==> src/rtl/mem_port_arbiter.sv <==
// mem_port_arbiter: shares one single-ported memory bus between instruction
// fetch (I side) and load/store (D side). One transaction at a time is
// sequenced through IDLE -> DBUS/IBUS -> DONE -> IDLE. Byte enables and
// write-lane replication for stores are generated here.
//
// Handshake: a requester raises I_REQ/DAS and holds it until its one-cycle
// ACK pulse; the arbiter raises M_REQ with stable address/data/enables and
// holds it until the memory answers with M_RDY (data/error valid with M_RDY).
//
// Optional build macro ARB_TIMEOUT_EN: adds an 8-bit wait counter that aborts
// a bus transaction after TIMEOUT_CYC M_REQ cycles without M_RDY, returning
// ERR=1 and data=0. Without it the FSM waits for M_RDY indefinitely.
module mem_port_arbiter #(
    parameter int DBURST_MAX  = 4,
    parameter int TIMEOUT_CYC = 255
) (
    input  logic        CLK,
    input  logic        RES,
    input  logic        I_REQ,
    input  logic [31:0] IADDR,
    output logic [31:0] IDATA,
    output logic        I_ACK,
    output logic        I_ERR,
    input  logic        DAS,
    input  logic        DWR,
    input  logic [31:0] DADDR,
    input  logic [31:0] DATAO,
    input  logic [2:0]  DLEN,
    output logic [31:0] DATAI,
    output logic        D_ACK,
    output logic        BERR,
    output logic        HLT,
    output logic        M_REQ,
    output logic        M_WR,
    output logic [31:0] M_ADDR,
    output logic [31:0] M_WDATA,
    output logic [3:0]  M_BE,
    input  logic [31:0] M_RDATA,
    input  logic        M_RDY,
    input  logic        M_ERR,
    output logic [1:0]  dbg_state_o
);

    typedef enum logic [1:0] {
        ST_IDLE = 2'd0,
        ST_DBUS = 2'd1,
        ST_IBUS = 2'd2,
        ST_DONE = 2'd3
    } state_t;

    localparam logic [3:0] BURST_LIM = 4'(DBURST_MAX);

    // Reject configurations the counters cannot represent.
    if (DBURST_MAX < 1 || DBURST_MAX > 15 || TIMEOUT_CYC < 1 || TIMEOUT_CYC > 255) begin : g_bad_cfg
        $error("mem_port_arbiter: DBURST_MAX must be 1..15 and TIMEOUT_CYC 1..255");
    end

    state_t      state_q, state_d;
    logic [3:0]  bcnt_q, bcnt_d;
    logic        m_req_q, m_req_d;
    logic        m_wr_q, m_wr_d;
    logic [31:0] m_addr_q, m_addr_d;
    logic [31:0] m_wdata_q, m_wdata_d;
    logic [3:0]  m_be_q, m_be_d;
    logic        i_ack_q, i_ack_d;
    logic        d_ack_q, d_ack_d;
    logic        i_err_q, i_err_d;
    logic        berr_q, berr_d;
    logic [31:0] idata_q, idata_d;
    logic [31:0] datai_q, datai_d;

    logic        d_bad;
    logic [3:0]  d_be;
    logic [31:0] d_wdata;
    logic        bus_done;
    logic [31:0] bus_data;
    logic        bus_err;

`ifdef ARB_TIMEOUT_EN
    localparam logic [7:0] TO_LAST = 8'(TIMEOUT_CYC - 1);
    logic [7:0]  wcnt_q, wcnt_d;
`endif

    // Fetches are word aligned by definition; the low address bits carry nothing.
    logic unused_iaddr_bits;
    assign unused_iaddr_bits = ^IADDR[1:0];

    // Decode the data request: alignment check, byte enables, lane replication.
    always_comb begin
        d_bad   = 1'b0;
        d_be    = 4'hF;
        d_wdata = DATAO;
        case (DLEN)
            3'd1: begin
                d_be    = 4'b0001 << DADDR[1:0];
                d_wdata = {4{DATAO[7:0]}};
            end
            3'd2: begin
                d_bad   = DADDR[0];
                d_be    = 4'b0011 << {DADDR[1], 1'b0};
                d_wdata = {2{DATAO[15:0]}};
            end
            3'd4: begin
                d_bad   = |DADDR[1:0];
            end
            default: begin
                d_bad   = 1'b1;
            end
        endcase
        if (!DWR) begin
            d_be = 4'hF;
        end
    end

    // Decide whether the current bus transaction ends this cycle and with what result.
    always_comb begin
`ifdef ARB_TIMEOUT_EN
        bus_done = M_RDY | (wcnt_q == TO_LAST);
        bus_data = M_RDY ? M_RDATA : 32'h0;
        bus_err  = M_RDY ? M_ERR : 1'b1;
`else
        bus_done = M_RDY;
        bus_data = M_RDATA;
        bus_err  = M_ERR;
`endif
    end

    // Next-state logic: arbitration in IDLE, completion in the bus states.
    always_comb begin
        state_d   = state_q;
        bcnt_d    = bcnt_q;
        m_req_d   = m_req_q;
        m_wr_d    = m_wr_q;
        m_addr_d  = m_addr_q;
        m_wdata_d = m_wdata_q;
        m_be_d    = m_be_q;
        i_ack_d   = 1'b0;
        d_ack_d   = 1'b0;
        i_err_d   = i_err_q;
        berr_d    = berr_q;
        idata_d   = idata_q;
        datai_d   = datai_q;
`ifdef ARB_TIMEOUT_EN
        wcnt_d    = wcnt_q;
`endif
        case (state_q)
            ST_IDLE: begin
                if (DAS && !(I_REQ && (bcnt_q == BURST_LIM))) begin
                    // Only D grants made while a fetch is waiting count toward starvation.
                    bcnt_d = I_REQ ? (bcnt_q + 4'd1) : 4'd0;
                    if (d_bad) begin
                        state_d = ST_DONE;
                        d_ack_d = 1'b1;
                        berr_d  = 1'b1;
                    end else begin
                        state_d   = ST_DBUS;
                        m_req_d   = 1'b1;
                        m_wr_d    = DWR;
                        m_addr_d  = {DADDR[31:2], 2'b00};
                        m_be_d    = d_be;
                        m_wdata_d = d_wdata;
`ifdef ARB_TIMEOUT_EN
                        wcnt_d    = 8'd0;
`endif
                    end
                end else if (I_REQ) begin
                    state_d  = ST_IBUS;
                    bcnt_d   = 4'd0;
                    m_req_d  = 1'b1;
                    m_wr_d   = 1'b0;
                    m_addr_d = {IADDR[31:2], 2'b00};
                    m_be_d   = 4'hF;
`ifdef ARB_TIMEOUT_EN
                    wcnt_d   = 8'd0;
`endif
                end else begin
                    bcnt_d = 4'd0;
                end
            end
            ST_DBUS, ST_IBUS: begin
                if (bus_done) begin
                    state_d = ST_DONE;
                    m_req_d = 1'b0;
                    if (state_q == ST_DBUS) begin
                        d_ack_d = 1'b1;
                        datai_d = bus_data;
                        berr_d  = bus_err;
                    end else begin
                        i_ack_d = 1'b1;
                        idata_d = bus_data;
                        i_err_d = bus_err;
                    end
                end else begin
`ifdef ARB_TIMEOUT_EN
                    wcnt_d = wcnt_q + 8'd1;
`endif
                end
            end
            ST_DONE: begin
                state_d = ST_IDLE;
            end
            default: begin
                state_d = ST_IDLE;
            end
        endcase
    end

    // State and datapath registers with synchronous reset.
    always_ff @(posedge CLK) begin
        if (RES) begin
            state_q   <= ST_IDLE;
            bcnt_q    <= 4'd0;
            m_req_q   <= 1'b0;
            m_wr_q    <= 1'b0;
            m_addr_q  <= 32'h0;
            m_wdata_q <= 32'h0;
            m_be_q    <= 4'h0;
            i_ack_q   <= 1'b0;
            d_ack_q   <= 1'b0;
            i_err_q   <= 1'b0;
            berr_q    <= 1'b0;
            idata_q   <= 32'h0;
            datai_q   <= 32'h0;
`ifdef ARB_TIMEOUT_EN
            wcnt_q    <= 8'd0;
`endif
        end else begin
            state_q   <= state_d;
            bcnt_q    <= bcnt_d;
            m_req_q   <= m_req_d;
            m_wr_q    <= m_wr_d;
            m_addr_q  <= m_addr_d;
            m_wdata_q <= m_wdata_d;
            m_be_q    <= m_be_d;
            i_ack_q   <= i_ack_d;
            d_ack_q   <= d_ack_d;
            i_err_q   <= i_err_d;
            berr_q    <= berr_d;
            idata_q   <= idata_d;
            datai_q   <= datai_d;
`ifdef ARB_TIMEOUT_EN
            wcnt_q    <= wcnt_d;
`endif
        end
    end

    assign IDATA       = idata_q;
    assign I_ACK       = i_ack_q;
    assign I_ERR       = i_err_q;
    assign DATAI       = datai_q;
    assign D_ACK       = d_ack_q;
    assign BERR        = berr_q;
    assign M_REQ       = m_req_q;
    assign M_WR        = m_wr_q;
    assign M_ADDR      = m_addr_q;
    assign M_WDATA     = m_wdata_q;
    assign M_BE        = m_be_q;
    assign dbg_state_o = state_q;

    // Stall the core while either side has an unanswered request.
    assign HLT = ~RES & ((I_REQ & ~i_ack_q) | (DAS & ~d_ack_q));

endmodule

==> config.mk <==
export PLATFORM = sky130hd
export DESIGN_NAME = mem_port_arbiter
export DESIGN_NICKNAME = d
export VERILOG_FILES = /design/src/rtl/mem_port_arbiter.sv
export SDC_FILE = /design/constraint.sdc
export NUM_CORES = 1
export LEC_CHECK = 0
export CELL_PAD_IN_SITES_DETAIL_PLACEMENT = 1
export CELL_PAD_IN_SITES_GLOBAL_PLACEMENT = 1
export CORE_MARGIN = 4
export CORE_UTILIZATION = 40
export CTS_CLUSTER_SIZE = 30
export DETAILED_ROUTE_END_ITERATION = 12
export DONT_BUFFER_PORTS = 1
export GPL_ROUTABILITY_DRIVEN = 0
export GPL_TIMING_DRIVEN = 0
export PLACE_DENSITY_LB_ADDON = 0.1
export SYNTH_ARGS = -nofsm -noshare
export SYNTH_HDL_FRONTEND = slang
export SYNTH_SLANG_ARGS = --single-unit
==> constraint.sdc <==
create_clock -name CLK -period 1.8 [get_ports CLK]
set_input_delay 0.27 -clock CLK [delete_from_list [all_inputs] [get_ports CLK]]
set_output_delay 0.27 -clock CLK [all_outputs]
set_load 0.05 [all_outputs]
==> flow_summary_export.csv, run 1 <==
group,metric,value,unit
logic_synthesis,synth_flop_cell,"sky130_fd_sc_hd__dfxtp_1",
finish,most_frequent_cells_in_the_layout,"sky130_fd_sc_hd__nand2_1 (149), sky130_fd_sc_hd__dfxtp_1 (136), sky130_fd_sc_hd__a21oi_1 (74)",
grt,globalRouteOverflowTotal,0,
grt,grt_pass1_wl,31010,um
logic_synthesis,synth_area_leaders,"sky130_fd_sc_hd__dfxtp_1 (49%), sky130_fd_sc_hd__nand2_1 (10%), sky130_fd_sc_hd__a211oi_1 (7.9%), sky130_fd_sc_hd__a21oi_1 (6.9%), sky130_fd_sc_hd__mux2i_1 (6.8%)",
logic_synthesis,post_synth_mux_area_share,6.766,%
clock_tree,tritoncts.num_buffers,17,
finish,fill_cells,1562,
finish,layout.cell_area.non_filler,7904,um2
critical_path,cpPeakStageDelay,0.32,ns
finish,layout.area.seq,2855,um2
status,failed_checks,"negative setup slack",
floorplan,die-area,16410,um2
drt,wirelength,20950,um
power,internal_power,7.197,mW
timing,grt_setup_unrepaired,"true",
drt,count_of_tritonroute_iterations_in_the_first_routing_pass,4,
critical_path,crit_path_cell_trace,"inv_2 > ha_4 > nand4b_1 > and2_4 > a211oi_4 > buf_12 > buf_12 > nor2_4 > a211oi_2",
critical_path,worstSetupPathDepth,9,
logic_synthesis,syn_area_per_cell,8.386,um2
place,io_buffer_count,0,
logic_synthesis,netlist_instances,688,
finish,fin_cells,966,
power,pwr_density_cell,1622,nW/um2
finish,fin_util,56.50,%
drt,drt-wirelength-per-cell,21.69,um
grt,largest_net_degree_at_the_start_of_global_routing,17,
min_path,holdCritPathClass,"input port to flop",
timing,post-route-period-util,102.8,%
finish,layout_commonest_cell,"sky130_fd_sc_hd__nand2_1",
logic_synthesis,share_of_the_yosys_chip_area_belonging_to_registers,49.27,%
logic_synthesis,async_reset_ff_share,0,%
timing,final-max-slew-violation-count,0,
clock_tree,cts.htree.levels,4,
power,power_switching_share,43.86,%
critical_path,timing_worst_setup_path_type,"flop to flop",
critical_path,worstPathMaxFanout,8,
power,p_sw,5.623,mW
clock_tree,cts_tree,"done",
floorplan,die_y,128.1,um
power,clock_power_share,26.7,%
finish,antenna-diode-count,0,
timing,setup_slack,-0.04967,ns
grt,groute.usage.overall,24.16,%
critical_path,worst-r2r-cell-count,9,
logic_synthesis,synth_edf_count,0,
logic_synthesis,synth_adder_area_share,1.518,%
logic_synthesis,yosys.area_share.simple,19.67,%
critical_path,worst_path_cell_with_the_longest_stage_delay,"sky130_fd_sc_hd__dfxtp_2",
floorplan,core_region_area,13990,um2
timing,slew-limit-headroom,48.89,%
logic_synthesis,synth.distinct_cells,38,
critical_path,endpoint,"M_ADDR[9]$_SDFFE_PP0P_",
place,placed_cell_area,6028,um2
timing,finalClockSkew,0.009191,ns
logic_synthesis,synthesis.area,5769,um2
drt,vias,5311,
timing,fmax,540.6,MHz
critical_path,worst-endpoint-arrival,2.18,ns
finish,final_nets,918,
logic_synthesis,post-synth-top-area-fraction,49.27,%
logic_synthesis,main_combinational_cell_family_by_area_after_synthesis,"simple AND/OR/NAND/NOR gates",
clock_tree,cts.root.buffer_cell,"sky130_fd_sc_hd__clkbuf_16",
timing,worst_pin_slew,0.7667,ns
status,status,"complete, but fails checks",
clock_tree,clkSlewWorstSetupHoldPaths,0.06,ns
drt,dr.first_iter.drc_count,236,
timing,aggregate_negative_setup_slack,-0.3533,ns
timing,finalWorstPathRequiredPeriod,1.850,ns
logic_synthesis,synth_compound_area_share,17.68,%
floorplan,initial_utilization,41.24,%
logic_synthesis,synth_largest_area_cell,"sky130_fd_sc_hd__dfxtp_1",
critical_path,path_common_cell,"sky130_fd_sc_hd__buf_12",
place,hpwl,14660,um
logic_synthesis,synth-seq-cells,142,
grt,grt_pass1_vias,5753,
clock_tree,clk_latency,0.43,ns
logic_synthesis,post_synthesis_share_of_cell_area_spent_on_xor_and_xnor_gates,0.3036,%
floorplan,ioPinCount,279,
power,combinationalPowerShare,25.4,%
critical_path,critical_path.reg2reg.startpoint,"bcnt_q[1]$_SDFFE_PP0N_",
critical_path,crit-reg2reg-capture,"M_ADDR[9]$_SDFFE_PP0P_",
finish,flow.area_growth_from_synthesis,37.00,%
critical_path,worst_setup_path_startpoint,"bcnt_q[1]$_SDFFE_PP0N_",
timing,report.final.hold_viol_count,0,
critical_path,worstPathBufferInverterCount,3,
logic_synthesis,ys_warn_count,0,
critical_path,endpoint_kind,"flop",
place,numPlacedInstances,869,
finish,drive_above_1_share,23.54,%
clock_tree,numClockSinks,142,
critical_path,required,2.13,ns
drt,ant_nets,0,
power,power_leakage,2.906,nW
critical_path,rrSetupSlack,-0.05,ns
run,maxCapViolations,0,
floorplan,rows,43,
power,max-vdd-ir-drop,0.7854,mV
finish,multi_input_area,3099,um2
grt,antenna_violations_before_repair,0,
power,power_frac_seq,47.9,%
timing,final-setup-viol-count,21,
critical_path,worst_path_dominant_cell_family,"compound AO/OA/AOI/OAI gates",
clock_tree,max-clock-path-buffers,2,
drt,routed_via_density,5.498,
floorplan,die_width,128.1,um
timing,final.hold.worst_slack,0.01741,ns
critical_path,timing.critical_path.from_type,"flop",
drt,drc,0,
flip-flops by register name, summed over array words and instances, names as in the netlist:
name / cells
DATAI: 32
IDATA: 32
M_WDATA: 32
M_ADDR: 30
M_BE: 4
bcnt_q: 4
dbg_state_o: 2
BERR: 1
D_ACK: 1
I_ACK: 1
I_ERR: 1
M_REQ: 1
M_WR: 1
stage by stage:
step | setup slack [ns] | total power, mW
after CTS | -0.08724 | 12.35
after global placement | -0.3861 | 8.304
final | -0.04967 | 12.82
after detailed placement | -0.4862 | 8.434
after global routing | -0.1351 | 13.43
after floorplan | 0.02368 | 7.706
Yosys cell counts, types with 2 or more instances:
| cell type | n |
|---|---|
| sky130_fd_sc_hd__nand2_1 | 156 |
| sky130_fd_sc_hd__dfxtp_1 | 142 |
| sky130_fd_sc_hd__a21oi_1 | 80 |
| sky130_fd_sc_hd__nor2_1 | 75 |
| sky130_fd_sc_hd__a211oi_1 | 61 |
| sky130_fd_sc_hd__clkbuf_1 | 40 |
| sky130_fd_sc_hd__mux2i_1 | 39 |
| sky130_fd_sc_hd__nor3_1 | 20 |
| sky130_fd_sc_hd__a22oi_1 | 8 |
| sky130_fd_sc_hd__buf_2 | 8 |
| sky130_fd_sc_hd__ha_1 | 7 |
| sky130_fd_sc_hd__inv_1 | 6 |
| sky130_fd_sc_hd__nand2b_1 | 5 |
| sky130_fd_sc_hd__a31oi_1 | 3 |
| sky130_fd_sc_hd__buf_4 | 3 |
| sky130_fd_sc_hd__buf_6 | 3 |
| sky130_fd_sc_hd__nand4_1 | 3 |
| sky130_fd_sc_hd__nor2b_1 | 3 |
| sky130_fd_sc_hd__o21ai_0 | 3 |
| sky130_fd_sc_hd__and2_1 | 2 |
| sky130_fd_sc_hd__nand3_1 | 2 |
| sky130_fd_sc_hd__o21bai_1 | 2 |
| sky130_fd_sc_hd__xor2_1 | 2 |
layer usage:
| layer | routed length, um | GRT usage [%] |
|---|---|---|
| met4 | 415 | 7.865 |
| met2 | 10750 | 43.56 |
| met5 | 0 | 0 |
| met3 | 1860 | 9.542 |
| met1 | 7932 | 25.72 |
how the worst min path moves through the flow:
stage / start / to / cells past startpoint
after floorplan: M_RDATA[0] / DATAI[0]$_SDFFE_PP0P_ / 2
after global placement: M_RDATA[9] / DATAI[9]$_SDFFE_PP0P_ / 2
after detailed placement: M_RDATA[17] / IDATA[17]$_SDFFE_PP0P_ / 2
after CTS: M_RDATA[30] / IDATA[30]$_SDFFE_PP0P_ / 2
after global routing: I_REQ / bcnt_q[1]$_SDFFE_PP0N_ / 2
final: I_REQ / bcnt_q[0]$_SDFFE_PP0N_ / 2
layout make-up:
type	instances	share of cell area, %
buffer	50	4.417
multi-input combinational	486	39.21
sequential	142	36.12
clock inverter	14	1.805
inverter	6	0.3958
tap	180	2.849
timing repair buffer	70	9.767
clock buffer	18	5.430
timing repair:
action / CTS / global route
gates resized for setup: 78 / 120
pin swaps: 16 / 24
gates cloned: 2 / 4
hold buffers: 43 / 1
hold endpoints to repair: 73 / 1
setup buffers: 14 / 6
endpoints found under the setup margin: 130 / 125
logic make-up (layout without fill, tap and decap cells):
logic type	Yosys count	in the layout
flops	142	142
buf+inv	61	158
simple gates	274	274
xor+xnor	2	2
other cells	1	2
mux	39	39
compound gates	162	162
fa+ha+maj	7	7
power groups by stage:
stage | sequential, mW | clock, mW | combinational [mW]
CTS | 6.11 | 3.48 | 2.77
global route | 6.21 | 3.64 | 3.58
finish | 6.14 | 3.43 | 3.26
detailed placement | 6.17 | 0 | 2.27
global placement | 6.14 | 0 | 2.16
floorplan | 5.95 | 0 | 1.75
worst register-to-register path, delay by kind of cell, from the launching register on:
family                     cells  cell delay [ns]
and+or+nand+nor                3             0.42
adders and majority gates      1             0.12
AOI/OAI and AO/OA              2             0.50
DFF                            1             0.32
buffers and inverters          3             0.41
(Power assumes the default switching activity.)
==> inputs of run 2 (changes only) <==
--- a/config.mk
+++ b/config.mk
@@ -5,10 +5,11 @@
 export SDC_FILE = /design/constraint.sdc
 export NUM_CORES = 1
 export LEC_CHECK = 0
+export ABC_AREA = 1
 export CELL_PAD_IN_SITES_DETAIL_PLACEMENT = 1
 export CELL_PAD_IN_SITES_GLOBAL_PLACEMENT = 1
-export CORE_MARGIN = 4
-export CORE_UTILIZATION = 40
+export CORE_MARGIN = 2
+export CORE_UTILIZATION = 43
 export CTS_CLUSTER_SIZE = 30
 export DETAILED_ROUTE_END_ITERATION = 12
 export DONT_BUFFER_PORTS = 1
==> constraint.sdc (replaced) <==
create_clock -name CLK -period 2.1 [get_ports CLK]
set_input_delay 0.315 -clock CLK [delete_from_list [all_inputs] [get_ports CLK]]
set_output_delay 0.315 -clock CLK [all_outputs]
set_load 0.05 [all_outputs]
==> run 2 against run 1 <==
Net effect: the run now ends clean; via count increased by 8.9%; clock-buffer cell count increased by 1; routed wire length decreased by 5.9%; sequential cell count unchanged; register-to-register slack improved by 0.17 ns; sequential power decreased by 5.5%; setup slack improved by 0.17 ns; global-route usage increased by 1.6 points; total power decreased by 17%; non-clock buffer count decreased by 62; critical path depth increased by 1; first-iteration DRC count increased by 3.0%.
==> flow_summary_export.csv, run 2 <==
group,metric,value,unit
logic_synthesis,netlist_instances,877,
logic_synthesis,synth.distinct_cells,31,
logic_synthesis,synth_most_common_cell,"sky130_fd_sc_hd__nor2_1",
power,power_frac_seq,54.7,%
finish,layout_commonest_cell,"sky130_fd_sc_hd__nor2_1",
timing,post-route-period-util,94.43,%
drt,dr.first_iter.drc_count,243,
clock_tree,tritoncts.num_buffers,17,
grt,antenna_violations_before_repair,0,
drt,wirelength,19730,um
finish,final_nets,1043,
finish,fill_cells,1828,
floorplan,initial_utilization,43.88,%
logic_synthesis,synthesis.area,6091,um2
clock_tree,cts_tree,"done",
logic_synthesis,ys_warn_count,0,
critical_path,endpoint_kind,"flop",
clock_tree,numClockSinks,142,
critical_path,timing.critical_path.from_type,"flop",
place,pre_cts_slack,-0.4358,ns
logic_synthesis,synth_largest_area_cell,"sky130_fd_sc_hd__dfxtp_1",
drt,ant_nets,0,
logic_synthesis,share_of_the_yosys_chip_area_belonging_to_registers,46.67,%
critical_path,critical_path.reg2reg.startpoint,"bcnt_q[0]$_SDFFE_PP0N_",
power,pwr_density_cell,1527,nW/um2
finish,antenna-diode-count,0,
power,combinationalPowerShare,18.4,%
critical_path,crit-reg2reg-capture,"M_WDATA[12]$_SDFFE_PP0P_",
timing,final-max-slew-violation-count,0,
critical_path,worst_path_cell_with_the_longest_stage_delay,"sky130_fd_sc_hd__dfxtp_1",
min_path,hold-path-cell-count,2,
critical_path,worstPathMaxFanout,10,
critical_path,timing_worst_setup_path_type,"flop to flop",
drt,vias,5782,
min_path,min-delay-start,"M_RDATA[0]",
floorplan,core_region_area,13880,um2
clock_tree,clkSlewWorstSetupHoldPaths,0.06,ns
logic_synthesis,synth_flop_cell,"sky130_fd_sc_hd__dfxtp_1",
timing,slew-limit-headroom,60.35,%
critical_path,required,2.45,ns
place,io_buffer_count,0,
logic_synthesis,synth_edf_count,0,
drt,routed_via_density,5.305,
place,hpwl,15170,um
timing,finalWorstPathRequiredPeriod,1.983,ns
grt,grt_pass1_vias,6011,
critical_path,cpPeakStageDelay,0.36,ns
min_path,worst_hold_path.endpoint,"IDATA[0]$_SDFFE_PP0P_",
finish,drive_above_1_share,9.121,%
finish,most_frequent_cells_in_the_layout,"sky130_fd_sc_hd__nor2_1 (208), sky130_fd_sc_hd__nand2_1 (178), sky130_fd_sc_hd__dfxtp_1 (140)",
grt,largest_net_degree_at_the_start_of_global_routing,17,
power,internal_power,5.597,mW
run,maxCapViolations,0,
power,clock_power_share,26.9,%
timing,fmax,504.3,MHz
logic_synthesis,synth_area_leaders,"sky130_fd_sc_hd__dfxtp_1 (47%), sky130_fd_sc_hd__nor2_1 (13%), sky130_fd_sc_hd__nand2_1 (11%), sky130_fd_sc_hd__o21ai_0 (9.6%), sky130_fd_sc_hd__a21oi_1 (3.5%)",
drt,count_of_tritonroute_iterations_in_the_first_routing_pass,4,
timing,setup_slack,0.1170,ns
logic_synthesis,async_reset_ff_share,0,%
min_path,holdCritPathClass,"input port to flop",
timing,report.final.hold_viol_count,0,
clock_tree,cts.htree.levels,4,
floorplan,die-area,15130,um2
critical_path,worst_path_dominant_cell_family,"simple AND/OR/NAND/NOR gates",
critical_path,worst-r2r-cell-count,10,
floorplan,die_width,123.0,um
clock_tree,max-clock-path-buffers,2,
timing,worst_pin_slew,0.5940,ns
logic_synthesis,synth-seq-cells,142,
floorplan,ioPinCount,279,
logic_synthesis,syn_area_per_cell,6.945,um2
drt,drc,0,
finish,layout.area.seq,2850,um2
logic_synthesis,ys_top_cells_by_count,"sky130_fd_sc_hd__nor2_1 (210), sky130_fd_sc_hd__nand2_1 (178), sky130_fd_sc_hd__dfxtp_1 (142)",
critical_path,rrSetupSlack,0.12,ns
critical_path,crit_path_cell_trace,"inv_1 > ha_1 > nand4_1 > nand2_4 > inv_8 > nand4_4 > nor2_4 > buf_2 > o21ai_0 > nor2_1",
grt,globalRouteOverflowTotal,0,
timing,grt_setup_unrepaired,"true",
grt,groute.usage.overall,25.73,%
clock_tree,hold_buffers,0,
clock_tree,cts.root.buffer_cell,"sky130_fd_sc_hd__clkbuf_16",
floorplan,rows,43,
finish,multi_input_area,2806,um2
timing,final-setup-viol-count,0,
timing,aggregate_negative_setup_slack,0,ns
power,power_switching_share,47.16,%
timing,finalClockSkew,0.01063,ns
power,max-vdd-ir-drop,0.7856,mV
power,power_leakage,3.107,nW
finish,fin_util,49.97,%
logic_synthesis,post-synth-top-area-fraction,46.67,%
critical_path,worst-endpoint-arrival,2.34,ns
grt,grt_pass1_wl,30100,um
clock_tree,clk_latency,0.42,ns
critical_path,worstPathBufferInverterCount,3,
finish,flow.area_growth_from_synthesis,13.89,%
status,status,"completed",
floorplan,die_y,123.0,um
power,p_sw,4.995,mW
drt,drt-wirelength-per-cell,18.10,um
-- run 2: layout make-up --
class                      instances  area share (%)
sequential                       142           41.09
clock buffer                      19           6.385
timing repair buffer               1          0.1082
buffer                            57           4.149
multi-input combinational        627           40.46
inverter                          52           2.940
tap                              180           3.247
clock inverter                    12           1.623
-- run 2: through the flow --
stage	cells	instance area (um2)	power [mW]	hold slack, ns
floorplan	878	6097	7.078	0.4499
global placement	1058	6322	7.602	0.4532
detailed placement	1058	6322	7.733	0.4606
CTS	1089	6897	10.62	0.01872
global route	1090	6937	11.13	0.02382
finish	1090	6937	10.59	0.02863
-- run 2: how the worst max path moves through the flow --
stage / start / endpoint / slack [ns] / cells past startpoint
finish: bcnt_q[0]$_SDFFE_PP0N_ / M_WDATA[12]$_SDFFE_PP0P_ / 0.12 / 10
global route: bcnt_q[0]$_SDFFE_PP0N_ / M_WDATA[12]$_SDFFE_PP0P_ / -0.05 / 10
CTS: bcnt_q[0]$_SDFFE_PP0N_ / M_WDATA[17]$_SDFFE_PP0P_ / 0.007 / 11
detailed placement: dbg_state_o[0]$_SDFFE_PP0P_ / IDATA[28]$_SDFFE_PP0P_ / -0.44 / 8
global placement: dbg_state_o[0]$_SDFFE_PP0P_ / IDATA[30]$_SDFFE_PP0P_ / -0.37 / 8
floorplan: dbg_state_o[0]$_SDFFE_PP0P_ / IDATA[0]$_SDFFE_PP0P_ / 0.14 / 8
-- run 2: logic make-up (layout without fill, tap and decap cells) --
logic type	count (synthesis)	count (layout)	synth area share [%]
buf+inv	109	141	7.765
flops	142	142	46.67
fa+ha+maj	7	7	1.438
other cells	1	2	0.06157
compound gates	171	171	14.30
simple gates	447	447	29.77
-- run 2: what timing repair did --
item	4_1_cts	5_1_grt
gates resized for setup	8	20
pin swaps	0	1
setup buffers	0	1
endpoints found under the setup margin	35	70
-- run 2: power by group through the flow --
stage          logic [mW]  clock network, mW  registers (mW)
2_1_floorplan        1.42                  0            5.66
3_3_place_gp         1.76                  0            5.84
3_5_place_dp         1.87                  0            5.86
4_1_cts              1.91               2.90            5.81
5_1_grt              2.24               3.03            5.87
6_report             1.95               2.85            5.80
-- run 2: per-layer routing --
layer,global-route usage [%],part of all wire (%)
met4,11.58,2.7
met5,0,0
met3,10.01,9.4
met1,27.93,39
met2,44.30,49
-- run 2: worst reg2reg max path, stage by stage, from the launching register on --
cell                      delay (ns)
sky130_fd_sc_hd__dfxtp_1        0.36
sky130_fd_sc_hd__inv_1          0.09
sky130_fd_sc_hd__ha_1           0.20
sky130_fd_sc_hd__nand4_1        0.13
sky130_fd_sc_hd__nand2_4        0.12
sky130_fd_sc_hd__inv_8          0.11
sky130_fd_sc_hd__nand4_4        0.15
sky130_fd_sc_hd__nor2_4         0.25
sky130_fd_sc_hd__buf_2          0.27
sky130_fd_sc_hd__o21ai_0        0.12
sky130_fd_sc_hd__nor2_1         0.13
==> inputs of run 3 (changes only) <==
--- a/config.mk
+++ b/config.mk
@@ -16,6 +16,7 @@
 export GPL_ROUTABILITY_DRIVEN = 0
 export GPL_TIMING_DRIVEN = 0
 export PLACE_DENSITY_LB_ADDON = 0.1
+export SETUP_SLACK_MARGIN = 0.1
 export SYNTH_ARGS = -nofsm -noshare
 export SYNTH_HDL_FRONTEND = slang
 export SYNTH_SLANG_ARGS = --single-unit
==> run 3 against run 2 <==
Net effect: core utilization up 0.24 points; critical path type unchanged; sequential power about the same; global-route usage up 0.098 points; setup slack better by 0.066 ns; clock power about the same; via count up 0.54%; first-iteration DRC count down 1.6%; die area unchanged; clock-buffer cell count unchanged.
==> flow_summary_export.csv, run 3 (synthesized netlist as in run 2, its figures left out) <==
group,metric,value,unit
status,status,"completed",
power,clock_power_share,26.9,%
timing,slew-limit-headroom,60.23,%
grt,antenna_violations_before_repair,0,
floorplan,die_width,123.0,um
min_path,hold-path-cell-count,2,
critical_path,worst-r2r-cell-count,9,
drt,routed_via_density,5.323,
power,power_switching_share,47.14,%
place,io_buffer_count,0,
min_path,holdCritPathClass,"input port to flop",
drt,drc,0,
place,numPlacedInstances,1058,
grt,largest_net_degree_at_the_start_of_global_routing,17,
grt,grt_pass1_vias,6027,
clock_tree,tritoncts.num_buffers,17,
clock_tree,cts.htree.levels,4,
timing,finalClockSkew,0.008751,ns
finish,drive_above_1_share,9.539,%
floorplan,core_region_area,13880,um2
critical_path,timing.critical_path.from_type,"flop",
critical_path,timing_worst_setup_path_type,"flop to flop",
power,pwr_density_cell,1522,nW/um2
critical_path,cpPeakStageDelay,0.41,ns
critical_path,crit_path_cell_trace,"inv_1 > ha_4 > buf_2 > inv_1 > nor2_4 > inv_2 > buf_6 > nor2_1 > nor2_1",
power,p_sw,5.001,mW
timing,post-route-period-util,91.26,%
finish,most_frequent_cells_in_the_layout,"sky130_fd_sc_hd__nor2_1 (208), sky130_fd_sc_hd__nand2_1 (178), sky130_fd_sc_hd__dfxtp_1 (138)",
critical_path,required,2.41,ns
clock_tree,clkSlewWorstSetupHoldPaths,0.06,ns
finish,antenna-diode-count,0,
clock_tree,numClockSinks,142,
timing,report.final.hold_viol_count,0,
timing,aggregate_negative_setup_slack,0,ns
floorplan,ioPinCount,279,
floorplan,rows,43,
finish,final_nets,1045,
timing,fmax,521.8,MHz
power,power.total,10.61,mW
grt,globalRouteOverflowTotal,0,
floorplan,die-area,15130,um2
power,internal_power,5.608,mW
floorplan,initial_utilization,43.88,%
timing,final-max-slew-violation-count,0,
timing,grt_setup_unrepaired,"true",
finish,layout.cell_area.non_filler,6970,um2
power,power_leakage,3.120,nW
drt,count_of_tritonroute_iterations_in_the_first_routing_pass,4,
drt,wirelength,19790,um
clock_tree,cts.root.buffer_cell,"sky130_fd_sc_hd__clkbuf_16",
critical_path,endpoint_kind,"flop",
clock_tree,hold_buffers,0,
finish,fin_cells,1092,
grt,grt_pass1_wl,30210,um
timing,final.hold.worst_slack,0.02828,ns
critical_path,worst_path_cell_with_the_longest_stage_delay,"sky130_fd_sc_hd__dfxtp_4",
critical_path,worst-endpoint-arrival,2.22,ns
drt,ant_nets,0,
timing,final-setup-viol-count,0,
finish,flow.area_growth_from_synthesis,14.44,%
drt,dr.first_iter.drc_count,239,
clock_tree,cts_tree,"done",
place,hpwl,15170,um
power,power_frac_seq,54.7,%
place,placed_cell_area,6322,um2
timing,worst_pin_slew,0.5957,ns
clock_tree,clk_latency,0.42,ns
critical_path,worstPathMaxFanout,10,
run,maxCapViolations,0,
drt,vias,5813,
clock_tree,max-clock-path-buffers,2,
finish,layout_commonest_cell,"sky130_fd_sc_hd__nor2_1",
grt,groute.usage.overall,25.83,%
timing,finalWorstPathRequiredPeriod,1.917,ns
power,max-vdd-ir-drop,0.7855,mV
finish,fill_cells,1827,
drt,drt-wirelength-per-cell,18.12,um
floorplan,die_y,123.0,um
power,combinationalPowerShare,18.4,%
[run 3: cell types whose count changed in the layout (fill, tap and decap cells not counted), sizes merged]
cell    delta
clkbuf     +2
[run 3: stage by stage]
step                setup slack, ns  utilization (%)
floorplan                    0.1375                -
global placement            -0.3705            45.55
detailed placement          -0.4358            45.55
CTS                          0.1068            49.86
global route                0.06900            50.22
finish                       0.1834            50.22
[run 3: final timing paths]
kind	startpoint	end	slack [ns]
max	dbg_state_o[0]$_SDFFE_PP0P_	M_WDATA[0]$_SDFFE_PP0P_	0.18
min	M_RDATA[0]	IDATA[0]$_SDFFE_PP0P_	0.03
max reg2reg	dbg_state_o[0]$_SDFFE_PP0P_	M_WDATA[0]$_SDFFE_PP0P_	0.18
min reg2reg	bcnt_q[1]$_SDFFE_PP0N_	bcnt_q[1]$_SDFFE_PP0N_	0.50
[run 3: critical path, delay by kind of cell, from the launching register on]
kind / cells / cell delay, ns
flip-flops: 1 / 0.41
AND/OR/NAND/NOR: 3 / 0.43
adder cells (fa/ha/maj): 1 / 0.15
buffers and inverters: 5 / 0.80
[run 3: layer usage]
metal | track usage, % | share of wire (%) | vias to the layer above
li1 | - | - | 2842
met1 | 28.04 | 39 | 2721
met2 | 44.51 | 49 | 210
met3 | 10.01 | 9.3 | 40
met4 | 11.58 | 2.6 | 0
met5 | 0 | 0 | -
[run 3: cell type report]
| type | count | area [um2] | share of cell area [%] |
|---|---|---|---|
| Timing Repair Buffer | 3 | 22.52 | 0.3231 |
| Clock buffer | 19 | 442.9 | 6.354 |
| Sequential cell | 142 | 2853 | 40.93 |
| Multi-Input combinational cell | 627 | 2811 | 40.33 |
| Clock inverter | 12 | 112.6 | 1.616 |
| Tap cell | 180 | 225.2 | 3.231 |
| Buffer | 57 | 304.0 | 4.362 |
| Inverter | 52 | 198.9 | 2.854 |
[run 3: timing repair]
item,4_1_cts,5_1_grt
setup buffers,2,1
setup endpoints to repair,69,93
pin swaps,1,1
resized for setup,12,22
[run 3: power by group through the flow]
stage / clock network, mW / registers [mW] / logic (mW)
after CTS: 2.90 / 5.81 / 1.92
after global placement: 0 / 5.84 / 1.76
after floorplan: 0 / 5.66 / 1.42
after global routing: 3.03 / 5.87 / 2.25
after detailed placement: 0 / 5.86 / 1.87
final: 2.85 / 5.80 / 1.96
